==> src/rtl/msk_frame_sync_if.sv <==
// Bit-stream and frame-output bundle of the MSK frame synchronizer.
// Master drives the sliced bits; slave is the synchronizer.
interface msk_frame_sync_if #(
  parameter int EW = 6
) ();
  logic          data_i;
  logic          data_val_i;
  logic          hunt_i;
  logic [7:0]    byte_o;
  logic          byte_val_o;
  logic          sof_o;
  logic          eof_o;
  logic          lock_o;
  logic          inverted_o;
  logic          sync_det_o;
  logic [EW-1:0] sync_err_o;
  logic [15:0]   frame_cnt_o;

  modport master (
    output data_i,
    output data_val_i,
    output hunt_i,
    input  byte_o,
    input  byte_val_o,
    input  sof_o,
    input  eof_o,
    input  lock_o,
    input  inverted_o,
    input  sync_det_o,
    input  sync_err_o,
    input  frame_cnt_o
  );

  modport slave (
    input  data_i,
    input  data_val_i,
    input  hunt_i,
    output byte_o,
    output byte_val_o,
    output sof_o,
    output eof_o,
    output lock_o,
    output inverted_o,
    output sync_det_o,
    output sync_err_o,
    output frame_cnt_o
  );
endinterface

==> src/rtl/msk_frame_sync.sv <==
// MSK frame synchronizer: tolerant sync-word hunt with polarity
// resolution, then fixed-length MSB-first payload byte output.
module msk_frame_sync #(
  parameter int                SYNC_W        = 32,
  parameter logic [SYNC_W-1:0] SYNC_WORD     = SYNC_W'(32'h1ACF_FC1D),
  parameter int                MAX_ERR       = 2,
  parameter int                PAYLOAD_BYTES = 16,
  parameter int                EW            = $clog2(SYNC_W+1)
) (
  input logic             clk,
  input logic             reset_n,
  msk_frame_sync_if.slave bus
);

  typedef enum logic {
    HUNT    = 1'b0,
    PAYLOAD = 1'b1
  } state_e;

  localparam logic [EW-1:0] MAX_E  = EW'(MAX_ERR);
  localparam logic [EW-1:0] FULL   = EW'(SYNC_W);
  localparam logic [7:0]    LAST_B = 8'(PAYLOAD_BYTES-1);

  state_e            state_q, state_d;
  logic [SYNC_W-1:0] sr_q, sr_d;
  logic [EW-1:0]     fill_q, fill_d;
  logic [2:0]        bit_q, bit_d;
  logic [7:0]        bcnt_q, bcnt_d;
  logic [7:0]        acc_q, acc_d;
  logic [7:0]        byte_q, byte_d;
  logic              bval_q, bval_d;
  logic              sof_q, sof_d;
  logic              eof_q, eof_d;
  logic              lock_q, lock_d;
  logic              inv_q, inv_d;
  logic              det_q, det_d;
  logic [EW-1:0]     err_q, err_d;
  logic [15:0]       frame_cnt_q, frame_cnt_d;

  logic [SYNC_W-1:0] sr_nx;
  logic [EW-1:0]     fill_nx;
  logic [EW-1:0]     d0, d1;
  logic              armed, m0, m1;
  logic [7:0]        acc_nx;

  function automatic logic [EW-1:0] popcnt(
    input logic [SYNC_W-1:0] v
  );
    logic [EW-1:0] c;
    c = '0;
    for (int i = 0; i < SYNC_W; i++) begin
      c = c + EW'(v[i]);
    end
    return c;
  endfunction

  always_comb begin
    sr_nx   = {sr_q[SYNC_W-2:0], bus.data_i};
    fill_nx = (fill_q == FULL) ? fill_q
                               : fill_q + EW'(1);
    armed   = (fill_nx == FULL);
    d0      = popcnt(sr_nx ^ SYNC_WORD);
    d1      = popcnt(sr_nx ^ ~SYNC_WORD);
    m0      = armed && (d0 <= MAX_E);
    m1      = armed && (d1 <= MAX_E);
    acc_nx  = {acc_q[6:0], bus.data_i ^ inv_q};
  end

  always_comb begin
    state_d     = state_q;
    sr_d        = sr_q;
    fill_d      = fill_q;
    bit_d       = bit_q;
    bcnt_d      = bcnt_q;
    acc_d       = acc_q;
    byte_d      = byte_q;
    bval_d      = 1'b0;
    sof_d       = 1'b0;
    eof_d       = 1'b0;
    lock_d      = lock_q;
    inv_d       = inv_q;
    det_d       = 1'b0;
    err_d       = err_q;
    frame_cnt_d = frame_cnt_q;

    // abort wins over a coincident bit, which is dropped unshifted
    if (bus.hunt_i) begin
      state_d = HUNT;
      fill_d  = '0;
      bit_d   = '0;
      bcnt_d  = '0;
      acc_d   = '0;
      lock_d  = 1'b0;
    end else if (bus.data_val_i) begin
      sr_d = sr_nx;
      unique case (1'b1)
        (state_q == HUNT): begin
          fill_d = fill_nx;
          if (m0 || m1) begin
            state_d = PAYLOAD;
            lock_d  = 1'b1;
            det_d   = 1'b1;
            inv_d   = !m0;
            err_d   = m0 ? d0 : d1;
            bit_d   = '0;
            bcnt_d  = '0;
            acc_d   = '0;
          end
        end
        (state_q == PAYLOAD): begin
          acc_d = acc_nx;
          bit_d = bit_q + 3'd1;
          if (bit_q == 3'd7) begin
            byte_d = acc_nx;
            bval_d = 1'b1;
            sof_d  = (bcnt_q == 8'd0);
            eof_d  = (bcnt_q == LAST_B);
            bcnt_d = bcnt_q + 8'd1;
            if (bcnt_q == LAST_B) begin
              state_d     = HUNT;
              lock_d      = 1'b0;
              fill_d      = '0;
              frame_cnt_d = frame_cnt_q + 16'd1;
            end
          end
        end
        default: ;
      endcase
    end
  end

  always_ff @(posedge clk or negedge reset_n) begin
    if (!reset_n) begin
      state_q     <= HUNT;
      sr_q        <= '0;
      fill_q      <= '0;
      bit_q       <= '0;
      bcnt_q      <= '0;
      acc_q       <= '0;
      byte_q      <= '0;
      bval_q      <= 1'b0;
      sof_q       <= 1'b0;
      eof_q       <= 1'b0;
      lock_q      <= 1'b0;
      inv_q       <= 1'b0;
      det_q       <= 1'b0;
      err_q       <= '0;
      frame_cnt_q <= '0;
    end else begin
      state_q     <= state_d;
      sr_q        <= sr_d;
      fill_q      <= fill_d;
      bit_q       <= bit_d;
      bcnt_q      <= bcnt_d;
      acc_q       <= acc_d;
      byte_q      <= byte_d;
      bval_q      <= bval_d;
      sof_q       <= sof_d;
      eof_q       <= eof_d;
      lock_q      <= lock_d;
      inv_q       <= inv_d;
      det_q       <= det_d;
      err_q       <= err_d;
      frame_cnt_q <= frame_cnt_d;
    end
  end

  assign bus.byte_o      = byte_q;
  assign bus.byte_val_o  = bval_q;
  assign bus.sof_o       = sof_q;
  assign bus.eof_o       = eof_q;
  assign bus.lock_o      = lock_q;
  assign bus.inverted_o  = inv_q;
  assign bus.sync_det_o  = det_q;
  assign bus.sync_err_o  = err_q;
  assign bus.frame_cnt_o = frame_cnt_q;

endmodule

==> src/flat_wrapper.sv <==
// flat-port wrapper written by rule: the top's interface ports become plain ports
module msk_frame_sync_flat 
#(
  parameter int                SYNC_W        = 32,
  parameter logic [SYNC_W-1:0] SYNC_WORD     = SYNC_W'(32'h1ACF_FC1D),
  parameter int                MAX_ERR       = 2,
  parameter int                PAYLOAD_BYTES = 16,
  parameter int                EW            = $clog2(SYNC_W+1)
)
  (clk, reset_n, bus_data_i, bus_data_val_i, bus_hunt_i, bus_byte_o, bus_byte_val_o, bus_sof_o, bus_eof_o, bus_lock_o, bus_inverted_o, bus_sync_det_o, bus_sync_err_o, bus_frame_cnt_o);
  msk_frame_sync_if #(.EW(EW)) bus_i ();
  input logic clk;
  input logic reset_n;
  input wire logic [$bits(bus_i.data_i)-1:0] bus_data_i;
  input wire logic [$bits(bus_i.data_val_i)-1:0] bus_data_val_i;
  input wire logic [$bits(bus_i.hunt_i)-1:0] bus_hunt_i;
  output wire logic [$bits(bus_i.byte_o)-1:0] bus_byte_o;
  output wire logic [$bits(bus_i.byte_val_o)-1:0] bus_byte_val_o;
  output wire logic [$bits(bus_i.sof_o)-1:0] bus_sof_o;
  output wire logic [$bits(bus_i.eof_o)-1:0] bus_eof_o;
  output wire logic [$bits(bus_i.lock_o)-1:0] bus_lock_o;
  output wire logic [$bits(bus_i.inverted_o)-1:0] bus_inverted_o;
  output wire logic [$bits(bus_i.sync_det_o)-1:0] bus_sync_det_o;
  output wire logic [$bits(bus_i.sync_err_o)-1:0] bus_sync_err_o;
  output wire logic [$bits(bus_i.frame_cnt_o)-1:0] bus_frame_cnt_o;
  assign bus_i.data_i = bus_data_i;
  assign bus_i.data_val_i = bus_data_val_i;
  assign bus_i.hunt_i = bus_hunt_i;
  assign bus_byte_o = bus_i.byte_o;
  assign bus_byte_val_o = bus_i.byte_val_o;
  assign bus_sof_o = bus_i.sof_o;
  assign bus_eof_o = bus_i.eof_o;
  assign bus_lock_o = bus_i.lock_o;
  assign bus_inverted_o = bus_i.inverted_o;
  assign bus_sync_det_o = bus_i.sync_det_o;
  assign bus_sync_err_o = bus_i.sync_err_o;
  assign bus_frame_cnt_o = bus_i.frame_cnt_o;
  msk_frame_sync #(.SYNC_W(SYNC_W), .SYNC_WORD(SYNC_WORD), .MAX_ERR(MAX_ERR), .PAYLOAD_BYTES(PAYLOAD_BYTES), .EW(EW)) u_core (.clk(clk), .reset_n(reset_n), .bus(bus_i));
endmodule
==> config.mk <==
export PLATFORM = sky130hd
export DESIGN_NAME = msk_frame_sync_flat
export DESIGN_NICKNAME = d
export VERILOG_FILES = /design/src/rtl/msk_frame_sync_if.sv /design/src/rtl/msk_frame_sync.sv /design/src/flat_wrapper.sv
export SDC_FILE = /design/constraint.sdc
export NUM_CORES = 1
export LEC_CHECK = 0
export ABC_AREA = 0
export CORE_ASPECT_RATIO = 1.2
export CORE_UTILIZATION = 35
export DETAILED_ROUTE_END_ITERATION = 8
export HOLD_SLACK_MARGIN = 0.1
export MAX_ROUTING_LAYER = met4
export PLACE_DENSITY = 0.62
export SETUP_SLACK_MARGIN = 0.2
export SLEW_MARGIN = 20
export SYNTH_ARGS = -nofsm -noshare
export SYNTH_HDL_FRONTEND = slang
export SYNTH_SLANG_ARGS = --single-unit
==> constraint.sdc <==
create_clock -name clk -period 9.7 [get_ports clk]
set_input_delay 1.94 -clock clk [delete_from_list [all_inputs] [get_ports clk]]
set_output_delay 1.94 -clock clk [all_outputs]
set_load 0.005 [all_outputs]
==> results by group, run 1 <==
GRT
  • Initial antenna violation count: 0
  • Vias in the first global route: a little under 4,000
  • Grt total ovfl: 0
  • GRT Total Usage: 0.155
  • First-pass GRT wire length: roughly 20 mm
  • Largest net degree at the start of global routing: 62

Final layout
  • Multi-input logic area: between 2000 and 3000 sq um
  • Net count, final: 660
  • Register area: ~2300 sq um
  • Most common cell after layout, fill and taps aside: dfrtp_1
  • Ratio of cells with drive above 1 in the final layout: 0.0712
  • Antenna Cells: 0
  • Area grow syn2layout: 16.4%
  • Commonest cells after routing, fill and taps aside: dfrtp_1 (92), inv_1 (84), nand2_1 (77)
  • Fillcell total: around 1,500

Drt
  • Remaining antenna violation count: 0
  • Total Wirelength: about 11 mm
  • WL per Instance: 14.4 um
  • DRC viols: 0
  • Vias: just under 4,000
  • TritonRoute pass-1 iters: 4
  • Vias/cell: 4.93
  • Starting DRC count in detailed routing: between 200 and 250

Clock tree
  • Worst-Skew Late Latency: between 0.3 and 0.4 ns
  • CTS sink cnt: 92
  • # resized after CTS: 0
  • CTS tree: yes
  • Hold Buf Count CTS: 0
  • Worst-case clock buffer depth: 2
  • Clk slew on worst S/H paths: 0.06 ns
  • CTS Buf Count: 9
  • # H-tree levels: 3
  • Post-CTS setup buffer count: 0
  • Root Buffer: clkbuf_16

Logic synthesis
  • Yosys Warn Count: 0
  • Sequential-to-total area share from yosys stat: 0.411
  • Avg Cell Area, Syn: between 10 and 15 sq um
  • Post-Synth Simple-Gate Area: 0.136
  • Synth Register Bits: 92
  • Synth async-reset ratio: 1.00
  • Post-synthesis compound-gate area fraction: 0.123
  • Post-synth cell types: ~50
  • Post-synth EDFFs: 0
  • Cell area after synthesis: between 5000 and 6000 sq um
  • Primary FF master, synth: dfrtp_1
  • Area contributors post-synth: dfrtp_1 (41%), fa_1 (17%), inv_1 (5.6%), nand2_1 (5.2%), ha_1 (5.1%)
  • Synth area leader: dfrtp_1
  • Synth top area share: 0.411
  • Mux cell area share after synthesis: 0.0132
  • XOR/XNOR share of the synthesized area: 0.0266
  • Mapped Cells: 548
  • Main combinational cell family by area after synthesis: adder cells
  • Synthesized Nets: 623
  • Adder-cell share of the synthesized area: 0.219

Run status
  • Status: complete, no violations

Floorplan
  • Io pins: 41
  • Die area: 16,500 sq um
  • Cell Rows: 50
  • Die Y: 141 um
  • Starting density of the core: 0.358
  • Die width: ~120 um
  • Area of the core: 15,600 sq um

STA
  • Part of the cycle the worst path needs: 0.811
  • Count of final max-slew check failures: 0
  • Setup TNS: 0 ns
  • Tmin final: ~7.9 ns
  • Rel. slew slack: 0.511
  • Setup Viol. Count Final: 0
  • FMAX: 127 MHz
  • Worst Skew: roughly 0.0066 ns
  • Final Hold Fails: 0
  • RSZ-0062 raised after global routing: false
  • Worst-margin pin slew: approximately 0.73 ns

Hold path
  • Worst hold path type: flop to flop
  • WHS Path Cells: 1

Placed design
  • Final GP Congestion: ~0.9
  • Hpwl dp: 8.70 mm
  • I/O Buffers: 40

Worst setup path
  • CP required: 9.93 ns
  • WP data arrival: 8.09 ns
  • CP Capture Type: flop
  • Crit Path Max Fanout: 8
  • Critical path class: input port to flop
  • R2R depth: 18
  • Startpoint class of the critical path: input port

Flow run
  • Max_cap viols: 0
## state kept, by name, indices dropped and copies added, names as in the netlist, 3 cells and up
name	flops
u_core.sr_q	31
u_core.bus.sync_err_o	6
u_core.acc_q	7
u_core.fill_q	6
u_core.bit_q	3
u_core.bcnt_q	8
u_core.bus.byte_o	8
u_core.bus.frame_cnt_o	16
## cells by family (layout without fill, tap and decap cells)
family                     count (synthesis)  count (layout)
xor gates and xnor gates                  17              17
adders and majority gates                 70              70
buffers and inverters                    103             145
and+or+nand+nor                          156             156
muxes                                      7               7
DFF                                       92              92
AOI/OAI and AO/OA                        103             103
## stage by stage
step / instances / worst slack, ns / util / hold WS [ns] / area [sq um]
floorplan: 548 / 2.34 / - / 0.450 / 5600
global placement: 782 / 1.50 / 0.397 / 0.460 / 6210
global route: 798 / 1.46 / 0.417 / 0.493 / 6520
finish: 798 / 1.84 / 0.417 / 0.468 / 6520
detailed placement: 782 / 1.41 / 0.397 / 0.462 / 6210
CTS: 798 / 1.79 / 0.417 / 0.474 / 6520
## worst max-delay path, stage by stage
cell and delay (ns):
clkdlybuf4s50_1 0.52, inv_1 0.11, fa_1 0.54, inv_1 0.06
fa_1 0.50, inv_1 0.05, fa_1 0.48, fa_1 0.52
inv_1 0.05, fa_1 0.48, fa_1 0.54, fa_1 0.42
ha_1 0.21, fa_1 0.37, and2_1 0.17, a21oi_1 0.27
a2bb2oi_1 0.50, nor4_4 0.13, o21ba_2 0.22
## cells in the mapped netlist, types with 8 or more instances
master / count
nand2_1: 77
a21oi_1: 15
fa_1: 47
o21ai_0: 42
nor3_1: 8
a31o_2: 10
clkbuf_1: 14
nor2_1: 20
ha_1: 23
xnor2_1: 11
a32o_1: 9
inv_1: 84
dfrtp_1: 92
nand3_1: 15
## routing by layer
metal	vias to the layer above	part of all wire	GRT usage
li1	1900	-	-
met1	1962	0.45	0.196
met2	60	0.51	0.255
met3	10	0.025	0.0281
met4	0	0.013	0.0418
met5	-	0	-
## cell type report
cell class	instances	area share
Inverter	86	0.0495
Clock inverter	6	0.0106
Sequential cell	92	0.353
Tap cell	208	0.0399
Multi-Input combinational cell	353	0.445
Timing Repair Buffer	43	0.0645
Clock buffer	10	0.0367
## final timing paths
kind,start,end,slack (ns)
max in group asynchronous,reset_n,u_core.sr_q[14],7.06
min in group asynchronous,reset_n,u_core.sr_q[27],1.54
setup reg to reg,u_core.sr_q[1],u_core.bus.inverted_o,3.65
hold reg to reg,u_core.bus.frame_cnt_o[15],u_core.bus.frame_cnt_o[15],0.47
setup / recovery,bus_data_i,u_core.bus.inverted_o,1.84
hold / removal,u_core.bus.frame_cnt_o[15],u_core.bus.frame_cnt_o[15],0.47
Power of run 1 is not shown: default switching activity piles up to over one toggle a cycle in this logic, so the estimate is an artifact.
==> run 2: changes to the inputs <==
clock period = 7.8 ns   (was 9.7 ns; I/O delays follow)
==> results by group, run 2 <==
Run status
  • Status: aborted with a tool error
  • Fail Step: detailed routing
  • Stop Error: [ERROR DRT-0255] Maze Route cannot find path of net clk in worker of routeBox ( 96600 0 ) ( 117460 48300 ).

GRT
  • GRT Total Usage: 0.154
  • Largest net degree at the start of global routing: slightly above 60
  • Grt total ovfl: 0
  • Vias in the first global route: ~4,000
  • Initial antenna violation count: 0
  • First-pass GRT wire length: around 20 mm

Logic synthesis
  • Mapped Cells: around 550
  • Commonest cells post-synth: dfrtp_1 (92), inv_1 (84), nand2_1 (77)
  • Primary FF master, synth: dfrtp_1
  • Yosys Warn Count: 0
  • Sequential-to-total area share from yosys stat: 0.411
  • Synth async-reset ratio: 1.00
  • Area contributors post-synth: dfrtp_1 (41%), fa_1 (17%), inv_1 (5.6%), nand2_1 (5.2%), ha_1 (5.1%)
  • Synth Register Bits: 92
  • Synth area leader: dfrtp_1
  • Synthesized Nets: 623
  • Avg Cell Area, Syn: roughly 10 sq um
  • Post-synth EDFFs: 0
  • Cell area after synthesis: ~5600 sq um
  • Synth top area share: 0.411
  • Post-synth cell types: a little under 50
  • Most common cell in the netlist: dfrtp_1

Placed design
  • Final GP Congestion: slightly below 0.9
  • Hpwl dp: just under 9 mm
  • Pre-CTS setup slack: between 0.006 and 0.007 ns
  • I/O Buffers: 40
  • Post-placement cell count: just under 800

STA
  • Worst End Pin Type: register input
  • Worst endpoint after global-route timing repair: u_core.bcnt_q[1]$_DFFE_PN0P_/D

Clock tree
  • Root Buffer: clkbuf_16
  • # H-tree levels: 3
  • CTS sink cnt: 92
  • Worst-case clock buffer depth: 2
  • CTS Buf Count: 9
  • Hold Buf Count CTS: 0
  • Post-CTS setup buffer count: 0

Floorplan
  • Io pins: between 40 and 50
  • Starting density of the core: 0.358
  • Die width: 117 um
  • Die Y: around 140 um
  • Cell Rows: 50
run 2: kinds of logic after synthesis:
kind of cell	share of synthesized area
xor+xnor	0.0266
flops	0.411
compound gates	0.123
simple gates	0.136
buf+inv	0.0704
mux	0.0132
fa+ha+maj	0.219
run 2: repair_timing:
action,in CTS,in global routing
setup endpoints to repair,0,22
hold endpoints to repair,0,0
gates resized for setup,0,11
run 2: metrics by stage:
stage                     area (sq um)  utilization
after global routing              6550        0.419
after floorplan                   5600            -
after CTS                         6500        0.416
after detailed placement          6220        0.398
after global placement            6220        0.398
run 2: layer usage:
layer  track usage
met1         0.184
met2         0.265
met3        0.0289
met4        0.0439
met5             -
==> run 3: changes to the inputs <==
CORE_ASPECT_RATIO = not set   (was 1.2)
CORE_UTILIZATION = 20   (was 35)
HOLD_SLACK_MARGIN = not set   (was 0.1)
MAX_ROUTING_LAYER = not set   (was met4)
PLACE_DENSITY = not set   (was 0.62)
PLACE_DENSITY_LB_ADDON = 0.15   (was not set)
SETUP_SLACK_MARGIN = not set   (was 0.2)
==> results by group, run 3 (synthesis results as in run 1) <==
GRT
  • Met1 Usage GRT: 0.144
  • First-pass GRT wire length: between 20 and 25 mm
  • Vias in the first global route: 4,098
  • GRT Total Usage: 0.103
  • Grt total ovfl: 0
  • Largest net degree at the start of global routing: 67
  • Initial antenna violation count: 0
  • Met2 usage: 0.157
  • Met3 GRT Util: 0.0217
  • Busiest layer in global routing: met2

Drt
  • Vias: approximately 4,000
  • DRC viols: 0
  • Starting DRC count in detailed routing: 201
  • TritonRoute pass-1 iters: 4
  • Vias/cell: 4.08
  • Remaining antenna violation count: 0
  • Total Wirelength: between 10 and 15 mm
  • WL per Instance: around 14 um

Final layout
  • Max reg flops: 31
  • Commonest cells after routing, fill and taps aside: dfrtp_1 (92), inv_1 (84), nand2_1 (77)
  • Multi-input logic area: approximately 2900 sq um
  • Antenna Cells: 0
  • Final std cells w/o fill: 968
  • Register area: approximately 2300 sq um
  • Ratio of cells with drive above 1 in the final layout: 0.0805
  • Net count, final: about 670
  • Util after Layout: 0.250
  • Fillcell total: ~2,900
  • Area grow syn2layout: 21.3%
  • Most common cell after layout, fill and taps aside: dfrtp_1
  • Final Instance Area: ~6800 sq um
  • Biggest register: u_core.sr_q

Hold path
  • Hold path endpoint: u_core.bus.frame_cnt_o[15]
  • Hold wc startpoint: u_core.bus.frame_cnt_o[15]
  • WHS Path Cells: 1
  • Worst hold path type: flop to flop

Flow run
  • Max_cap viols: 0

Floorplan
  • Die Y: 169 um
  • Io pins: 41
  • Starting density of the core: 0.206
  • Area of the core: 27,200 sq um
  • Die width: roughly 170 um
  • Cell Rows: 60
  • Die area: between 20,000 and 30,000 sq um

Worst setup path
  • Crit Path Max Fanout: 5
  • Critical Path Slowest Stage Cell: fa_1
  • CP peak stage delay: ~0.55 ns
  • Cell mode on critical path: fa_1
  • Critical Path, Cell by Cell: clkdlybuf4s50_1 -> inv_1 -> fa_1 -> inv_1 -> fa_1 -> inv_1 -> fa_1 -> fa_1 -> inv_1 -> fa_1 -> fa_1 -> fa_1 -> ha_1 -> fa_1 -> and2_1 -> a21oi_1 -> a2bb2oi_1 -> buf_4 -> nor4_4 -> buf_4 -> nor2b_1
  • WP data arrival: 7.74 ns
  • R2r endpoint: u_core.bus.sync_err_o[5]
  • CP required: around 8.1 ns
  • Reg-to-reg slack, setup: 1.78 ns
  • R2R depth: 19
  • Critical path class: input port to flop
  • Startpoint class of the critical path: input port
  • Worst r2r src: u_core.sr_q[0]
  • CP Capture Type: flop

Clock tree
  • # resized after CTS: 0
  • Root Buffer: clkbuf_16
  • Worst-Skew Late Latency: approximately 0.35 ns
  • Post-CTS setup buffer count: 0
  • Hold Buf Count CTS: 0
  • CTS Buf Count: 9
  • Clk slew on worst S/H paths: 0.07 ns
  • CTS tree: yes
  • # H-tree levels: 3
  • Worst-case clock buffer depth: 2
  • CTS sink cnt: 92

Placed design
  • Post-placement cell area: roughly 6500 sq um
  • Final GP Congestion: approximately 0.77
  • I/O Buffers: 40
  • Post-placement cell count: between 900 and 1,000
  • Hpwl dp: between 10 and 15 mm

STA
  • RSZ-0062 raised after global routing: false
  • Setup Viol. Count Final: 0
  • Final Hold Fails: 0
  • Rel. slew slack: 0.394
  • Part of the cycle the worst path needs: 0.956
  • Count of final max-slew check failures: 0
  • Worst-margin pin slew: about 0.91 ns
  • Tmin final: around 7.5 ns
  • FMAX: ~130 MHz
  • Worst Skew: between 0.01 and 0.015 ns

Run status
  • Status: complete, no violations
## run 3: area by class of cell
class,count,share of cell area
multi-input combinational,353,0.427
sequential,92,0.339
timing repair buffer,49,0.0685
tap,372,0.0685
inverter,86,0.0475
clock buffer,10,0.0352
clock inverter,6,0.0138
## run 3: how the worst max path moves through the flow
stage,start,end,slack [ns],cells past startpoint
6_report,bus_data_i,u_core.bus.sync_err_o[5],0.34,21
3_3_place_gp,bus_data_i,u_core.bcnt_q[3],-0.05,19
3_5_place_dp,bus_data_i,u_core.bus.sync_err_o[5],-0.06,21
5_1_grt,bus_data_i,u_core.bcnt_q[6],0.07,20
2_1_floorplan,bus_data_i,u_core.bus.inverted_o,0.82,18
4_1_cts,bus_data_i,u_core.bcnt_q[6],0.29,19
## run 3: per-layer routing
layer | vias to the layer above | part of all wire
li1 | 1909 | -
met1 | 1967 | 0.51
met2 | 64 | 0.45
met3 | 14 | 0.033
met4 | 0 | 0.015
met5 | - | 0
## run 3: worst max-delay path, delay by kind of cell
family	cells	cell delay, ns
buffers and inverters	7	1.18
AOI/OAI and AO/OA	2	0.61
adders and majority gates	9	4.05
and+or+nand+nor	3	0.33
## run 3: through the flow
stage / TNS (ns) / hold WS, ns / setup WS (ns)
finish: 0 / 0.469 / 0.342
global route: 0 / 0.495 / 0.0685
CTS: 0 / 0.476 / 0.292
detailed placement: -0.454 / 0.466 / -0.0635
global placement: -0.269 / 0.459 / -0.0535
floorplan: 0 / 0.450 / 0.822
Power of run 3 is left out for the same reason.
==> RTL change 1: new RTL, flow settings as in run 1 <==
`PAYLOAD_BYTES` is set to 16 in 2 places; all go to 12.
--- a/src/rtl/msk_frame_sync.sv
+++ b/src/rtl/msk_frame_sync.sv
@@ -5,5 +5,5 @@
   parameter logic [SYNC_W-1:0] SYNC_WORD     = SYNC_W'(32'h1ACF_FC1D),
   parameter int                MAX_ERR       = 2,
-  parameter int                PAYLOAD_BYTES = 16,
+  parameter int                PAYLOAD_BYTES = 12,
   parameter int                EW            = $clog2(SYNC_W+1)
 ) (
--- a/src/flat_wrapper.sv
+++ b/src/flat_wrapper.sv
@@ -5,5 +5,5 @@
   parameter logic [SYNC_W-1:0] SYNC_WORD     = SYNC_W'(32'h1ACF_FC1D),
   parameter int                MAX_ERR       = 2,
-  parameter int                PAYLOAD_BYTES = 16,
+  parameter int                PAYLOAD_BYTES = 12,
   parameter int                EW            = $clog2(SYNC_W+1)
 )
Check against the original RTL: same outputs for any inputs over 10 cycles, from zero or initial values and one cycle with reset_n low; that may be too few to reach the edited logic, so the function may still have changed.
==> RTL change 1 against run 1 <==
Core utilization rose by 0.52 points. Wire length is 7.9% lower. Via count decreased by 6.9%. First-iteration DRC count decreased by 30%. Non-clock buffer count is 1 lower. Final area fell by 1.6%. Sequential cell count unchanged. Highest routed layer unchanged. Synthesized cell count fell by 6.0%. Critical path depth fell by 1. Setup slack got worse by 57 ps. Area after synthesis fell by 1.3%.
Power is not shown: default switching activity piles up to over one toggle a cycle in this logic, so the estimate is an artifact.
==> RTL change 1: results (changes against run 1) <==
The run gives 590 (-5.3%) as the synthesized net count. The pin count of the biggest net entering global routing came out at 69 (+11%). The average via count per standard cell was 4.830 (-2.0%).

In the post-synthesis netlist, the biggest area contributors are sky130_fd_sc_hd__dfrtp_1, sky130_fd_sc_hd__fa_1, sky130_fd_sc_hd__inv_1. The worst-margin pin slew is 920.6 ps (+187.3 ps). The met1 usage in global routing was 18.74% (-0.85 points); the met2 wire length was 5344 um (-8.5%). The global routing usage on met3 is 2.744% (-0.066 points), and the sequential share of the synthesized area is 41.64% (+0.52 points). The estimated wirelength of the detail-placed design came out at 7944 um (-8.7%).

Depth of the worst register-to-register path: 17 (-1). The total routing resource utilization after global routing is 15.18% (-0.30 points), and the ratio of cells with drive above 1 in the final layout is 7.762% (+0.64 points). The global-route wire length before repair was 18470 um (-6.6%); the net count of the finished layout was 624 (-5.5%). The run finished with clean final reports. The number of design-rule violations left by the first detailed-router iteration is 155 (-30%), and the data-path buffer share of cell area in the final layout is 6.438% (-0.014 points).

For the routed length on met3, the log shows 304 um (+6.7%). The worst register-to-register path ends at u_core.bcnt_q[6]$_DFFE_PN0P_. The inverter count of the layout excluding clock inverters was 80 (-7.0%). The tools report the footprint of the multi-input gates as 2840 sq um (-2.2%).

Ranked by instance count, the synthesized netlist is headed by sky130_fd_sc_hd__dfrtp_1, sky130_fd_sc_hd__inv_1, sky130_fd_sc_hd__nand2_1. The run gives 3560 ps (-90 ps) as the worst setup slack for register-to-register paths. The clock network contribution to total cell area is 4.721% (about the same).

The run gives 11.24 ps (+4.612 ps) as the final worst clock skew. The average wire length per cell after detail routing was 13.95 um (-3.0%). The tools report the multi-input combinational cell count as 324 (-8.2%).

Maximum net fanout on the critical path: 18 (+10). The met2 capacity usage during global routing was 24.42% (-1.1 points); the number of global-route vias before repair was 3745 (-5.7%).
## RTL change 1: cell types whose count changed after synthesis, sizes merged, moves of 6 or more
cell / change
mux2: +8
nand3: -10
a32o: -9
nor2: -6
a211oi: +6
a22oi: +6
a31o: -9
nand2: -24
o22ai: +10
## RTL change 1: through the flow
| stage | setup slack (ps) | cells | area, sq um | hold WS [ps] |
|---|---|---|---|---|
| 2_1_floorplan | 2338 | 515 | 5529 | 449.8 |
| 3_3_place_gp | 1507 | 742 | 6111 | 463.3 |
| 3_5_place_dp | 1410 | 742 | 6111 | 469.6 |
| 4_1_cts | 1797 | 758 | 6414 | 478.3 |
| 5_1_grt | 1459 | 758 | 6414 | 499.8 |
| 6_report | 1781 | 758 | 6414 | 473.7 |
## RTL change 1: cells by family after synthesis
family	Yosys count	share of synthesized area (%)
AOI/OAI and AO/OA	95	10.77
xor gates and xnor gates	23	3.643
adders and majority gates	70	22.22
buffers and inverters	99	6.992
DFF	92	41.64
muxes	12	2.489
and+or+nand+nor	124	12.24
## RTL change 1: worst max-delay path: stages
cell,delay [ps]
sky130_fd_sc_hd__clkdlybuf4s50_1,490
sky130_fd_sc_hd__inv_1,90
sky130_fd_sc_hd__fa_1,530
sky130_fd_sc_hd__inv_1,50
sky130_fd_sc_hd__fa_1,490
sky130_fd_sc_hd__inv_1,50
sky130_fd_sc_hd__fa_1,480
sky130_fd_sc_hd__fa_1,530
sky130_fd_sc_hd__inv_1,60
sky130_fd_sc_hd__fa_1,470
sky130_fd_sc_hd__fa_1,540
sky130_fd_sc_hd__fa_1,430
sky130_fd_sc_hd__ha_1,220
sky130_fd_sc_hd__fa_1,470
sky130_fd_sc_hd__a21o_1,180
sky130_fd_sc_hd__o22a_1,270
sky130_fd_sc_hd__nor3_4,610
sky130_fd_sc_hd__a211oi_1,170
==> RTL change 2: new RTL, config.mk and constraints of run 1 <==
Made on the original files. Take the reset off `sr_q` and load it in a clocked block of its own.
--- a/src/rtl/msk_frame_sync.sv
+++ b/src/rtl/msk_frame_sync.sv
@@ -133,5 +133,4 @@
     if (!reset_n) begin
       state_q     <= HUNT;
-      sr_q        <= '0;
       fill_q      <= '0;
       bit_q       <= '0;
@@ -149,5 +148,4 @@
     end else begin
       state_q     <= state_d;
-      sr_q        <= sr_d;
       fill_q      <= fill_d;
       bit_q       <= bit_d;
@@ -166,4 +164,8 @@
   end
 
+  always_ff @(posedge clk) begin
+    sr_q <= sr_d;
+  end
+
   assign bus.byte_o      = byte_q;
   assign bus.byte_val_o  = bval_q;
Behaviour: no difference found for any inputs over 10 cycles, from zero or initial values and one cycle with reset_n low; that may be too few to reach the edited logic, so the function may still have changed.
==> RTL change 2 against run 1 <==
First-iteration DRC count decreased by 14%. Non-clock buffer count decreased by 1. Register-to-register slack about the same. Sequential cell count unchanged. Final area decreased by 1.8%. Largest cell class unchanged. Highest routed layer unchanged. Setup slack improved by 63 ps. Core utilization increased by 0.61 points. Area after synthesis decreased by 2.3%. Wire length decreased by 7.0%. Sequential share of layout area increased by 3.1 points.
==> RTL change 2: results (changes against run 1) <==
The run finished with clean final reports. The number of standard cells in the layout, taps in and fillers out is 737 (-7.6%). The number of resized instances in the post-cts repair step came out at 0 (unchanged).

The tools report the count of final setup violators as 0 (unchanged). The final RePlAce weighted congestion was 0.9192 (+2.5%); the clock-pin slew on the worst setup and hold paths was 70 ps. The worst-margin pin slew was 896.5 ps (+163.2 ps); the clock tree buffer depth was 2 (unchanged). The CTS buffer count is 9 (unchanged), and the flip-flop count of the largest register, all copies and words added is 31 (unchanged). The run gives 721 (-7.8%) as the total instance count after detailed placement. The total routing resource utilization after global routing was 15.09% (-0.39 points). Hold violation count in the final report: 0 (unchanged).

The met2 capacity usage during global routing was 25.25% (-0.26 points); the ratio of cells with drive above 1 in the final layout was 6.191% (-0.93 points). The pin count of the biggest net entering global routing was 62 (unchanged); the global-route wire length before repair was 18090 um (-8.5%). Number of distinct standard cells referenced by the synthesized netlist: 57 (+16%). Final worst clock skew: 9.186 ps (+2.560 ps). The run gives 1542 ps (+129.5 ps) as the placement-stage worst setup slack. By area the synthesized netlist is led by sky130_fd_sc_hd__dfrtp_1, sky130_fd_sc_hd__fa_1, sky130_fd_sc_hd__edfxtp_1. Estimated wirelength of the detail-placed design: 8198 um (-5.7%). The tools report the number of global-route vias before repair as 3657 (-7.9%).

The number of instances in the synthesized netlist was 489 (-11%); the total via count after detailed routing was 3633 (-7.6%). The global routing usage on met3 was 2.841% (+0.031 points). The leakage power figure is 2.860 nW.

The number of port buffers was 40 (unchanged); the multiplexer share of the synthesized area was 0.5944% (-0.72 points). Counting flops per register, the top entry is u_core.sr_q. Compound-cell area share of the yosys netlist: 9.374% (-2.9 points). Most used flip-flop cell after synthesis: sky130_fd_sc_hd__dfrtp_1.

The tools report the number of antenna violations at the first check in global routing as 0 (unchanged). The fraction of registers with async set/reset was 66.30% (-34 points); the number of enable-type register cells in the synthesized netlist was 31 (+31). The instance area after placement is 6078 sq um (-2.1%), and the count of TritonRoute iterations in the first routing pass is 6 (+2).

In this run the power spent charging and discharging nets is 457.2 uW. The tools report the count of synthesis-stage warnings from yosys as 0 (unchanged). The filler cell count in the final layout is 1461 (-4.5%). The logs give 0 (unchanged) for the setup fix buffers added after clock tree synthesis and 603 (-8.6%) for the net count of the finished layout.

The H-tree depth was 3 (unchanged); the maximum VDD drop was 0.0001251 V. Type of the tightest min-delay check: reg -> reg. The maximum net fanout on the critical path was 4 (-4); the number of design-rule violations left by the first detailed-router iteration was 189 (-14%). The tools report the root buffer cell as sky130_fd_sc_hd__clkbuf_16. The sequential share of the synthesized area came out at 44.90% (+3.8 points). The count of inserted antenna diode cells came out at 0 (unchanged). The total detailed-routing wirelength was 10670 um (-7.0%). The xor/xnor share of the synthesized area was 2.721% (+0.061 points); the adder-cell share of the synthesized area was 22.45% (+0.51 points). The tools report the data arrival time at the worst-slack endpoint as 7990 ps (-100 ps). The synthesized net count came out at 564 (-9.5%). Ranked by instance count, the synthesized netlist is headed by sky130_fd_sc_hd__inv_1, sky130_fd_sc_hd__dfrtp_1, sky130_fd_sc_hd__fa_1. The met1 usage in global routing came out at 18.07% (-1.5 points).
[RTL change 2: power by group through the flow]
stage | Clock, mW | Sequential, mW | Combinational [mW]
global route | 0.407 | 0.419 | 0.599
detailed placement | 0 | 0.426 | 0.513
floorplan | 0 | 0.422 | 0.401
finish | 0.382 | 0.418 | 0.511
CTS | 0.393 | 0.418 | 0.519
global placement | 0 | 0.426 | 0.495
[RTL change 2: worst max-delay path: stages]
cell and delay (ps):
sky130_fd_sc_hd__clkdlybuf4s50_1 500, sky130_fd_sc_hd__inv_1 90, sky130_fd_sc_hd__ha_1 310, sky130_fd_sc_hd__fa_1 480
sky130_fd_sc_hd__inv_1 50, sky130_fd_sc_hd__fa_1 490, sky130_fd_sc_hd__fa_1 510, sky130_fd_sc_hd__inv_1 50
sky130_fd_sc_hd__fa_1 480, sky130_fd_sc_hd__fa_1 550, sky130_fd_sc_hd__fa_1 440, sky130_fd_sc_hd__fa_1 410
sky130_fd_sc_hd__fa_1 460, sky130_fd_sc_hd__a21oi_1 260, sky130_fd_sc_hd__a22oi_1 190, sky130_fd_sc_hd__nor4_1 630
sky130_fd_sc_hd__nor4_1 140
[RTL change 2: final timing paths]
check	slack, ps	from	end	cells after the start
setup reg to reg	3650	u_core.sr_q[0]$_DFFE_PP_	u_core.bcnt_q[3]$_DFFE_PN0P_	15
setup / recovery	1900	bus_data_i	u_core.bcnt_q[3]$_DFFE_PN0P_	17
max in group asynchronous	7430	reset_n	u_core.bus.frame_cnt_o[10]$_DFFE_PN0P_	2
hold / removal	450	u_core.sr_q[5]$_DFFE_PP_	u_core.sr_q[6]$_DFFE_PP_	0
hold reg to reg	450	u_core.sr_q[5]$_DFFE_PP_	u_core.sr_q[6]$_DFFE_PP_	0
min in group asynchronous	1750	reset_n	u_core.bus.frame_cnt_o[3]$_DFFE_PN0P_	2
[RTL change 2: per-layer routing]
layer	vias to the layer above	part of all wire, %
met4	0	1.2
met1	1833	43
met3	8	2.8
met2	64	52
met5	-	0
li1	1728	-
[RTL change 2: logic make-up after synthesis]
kind of cell / Yosys count
AO/OA/AOI/OAI: 72
XOR/XNOR: 17
adder cells (fa/ha/maj): 70
buffers and inverters: 100
flip-flops: 92
multiplexers: 3
AND/OR/NAND/NOR: 135
[RTL change 2: layout make-up]
class                           count  area [sq um]  share of cell area [%]
Multi-Input combinational cell    297          2633                   41.13
Sequential cell                    92          2457                   38.39
Timing Repair Buffer               42         410.4                   6.411
Inverter                           86         322.8                   5.043
Tap cell                          204         255.2                   3.987
Clock buffer                        9         225.2                   3.518
Clock inverter                      7         97.59                   1.525
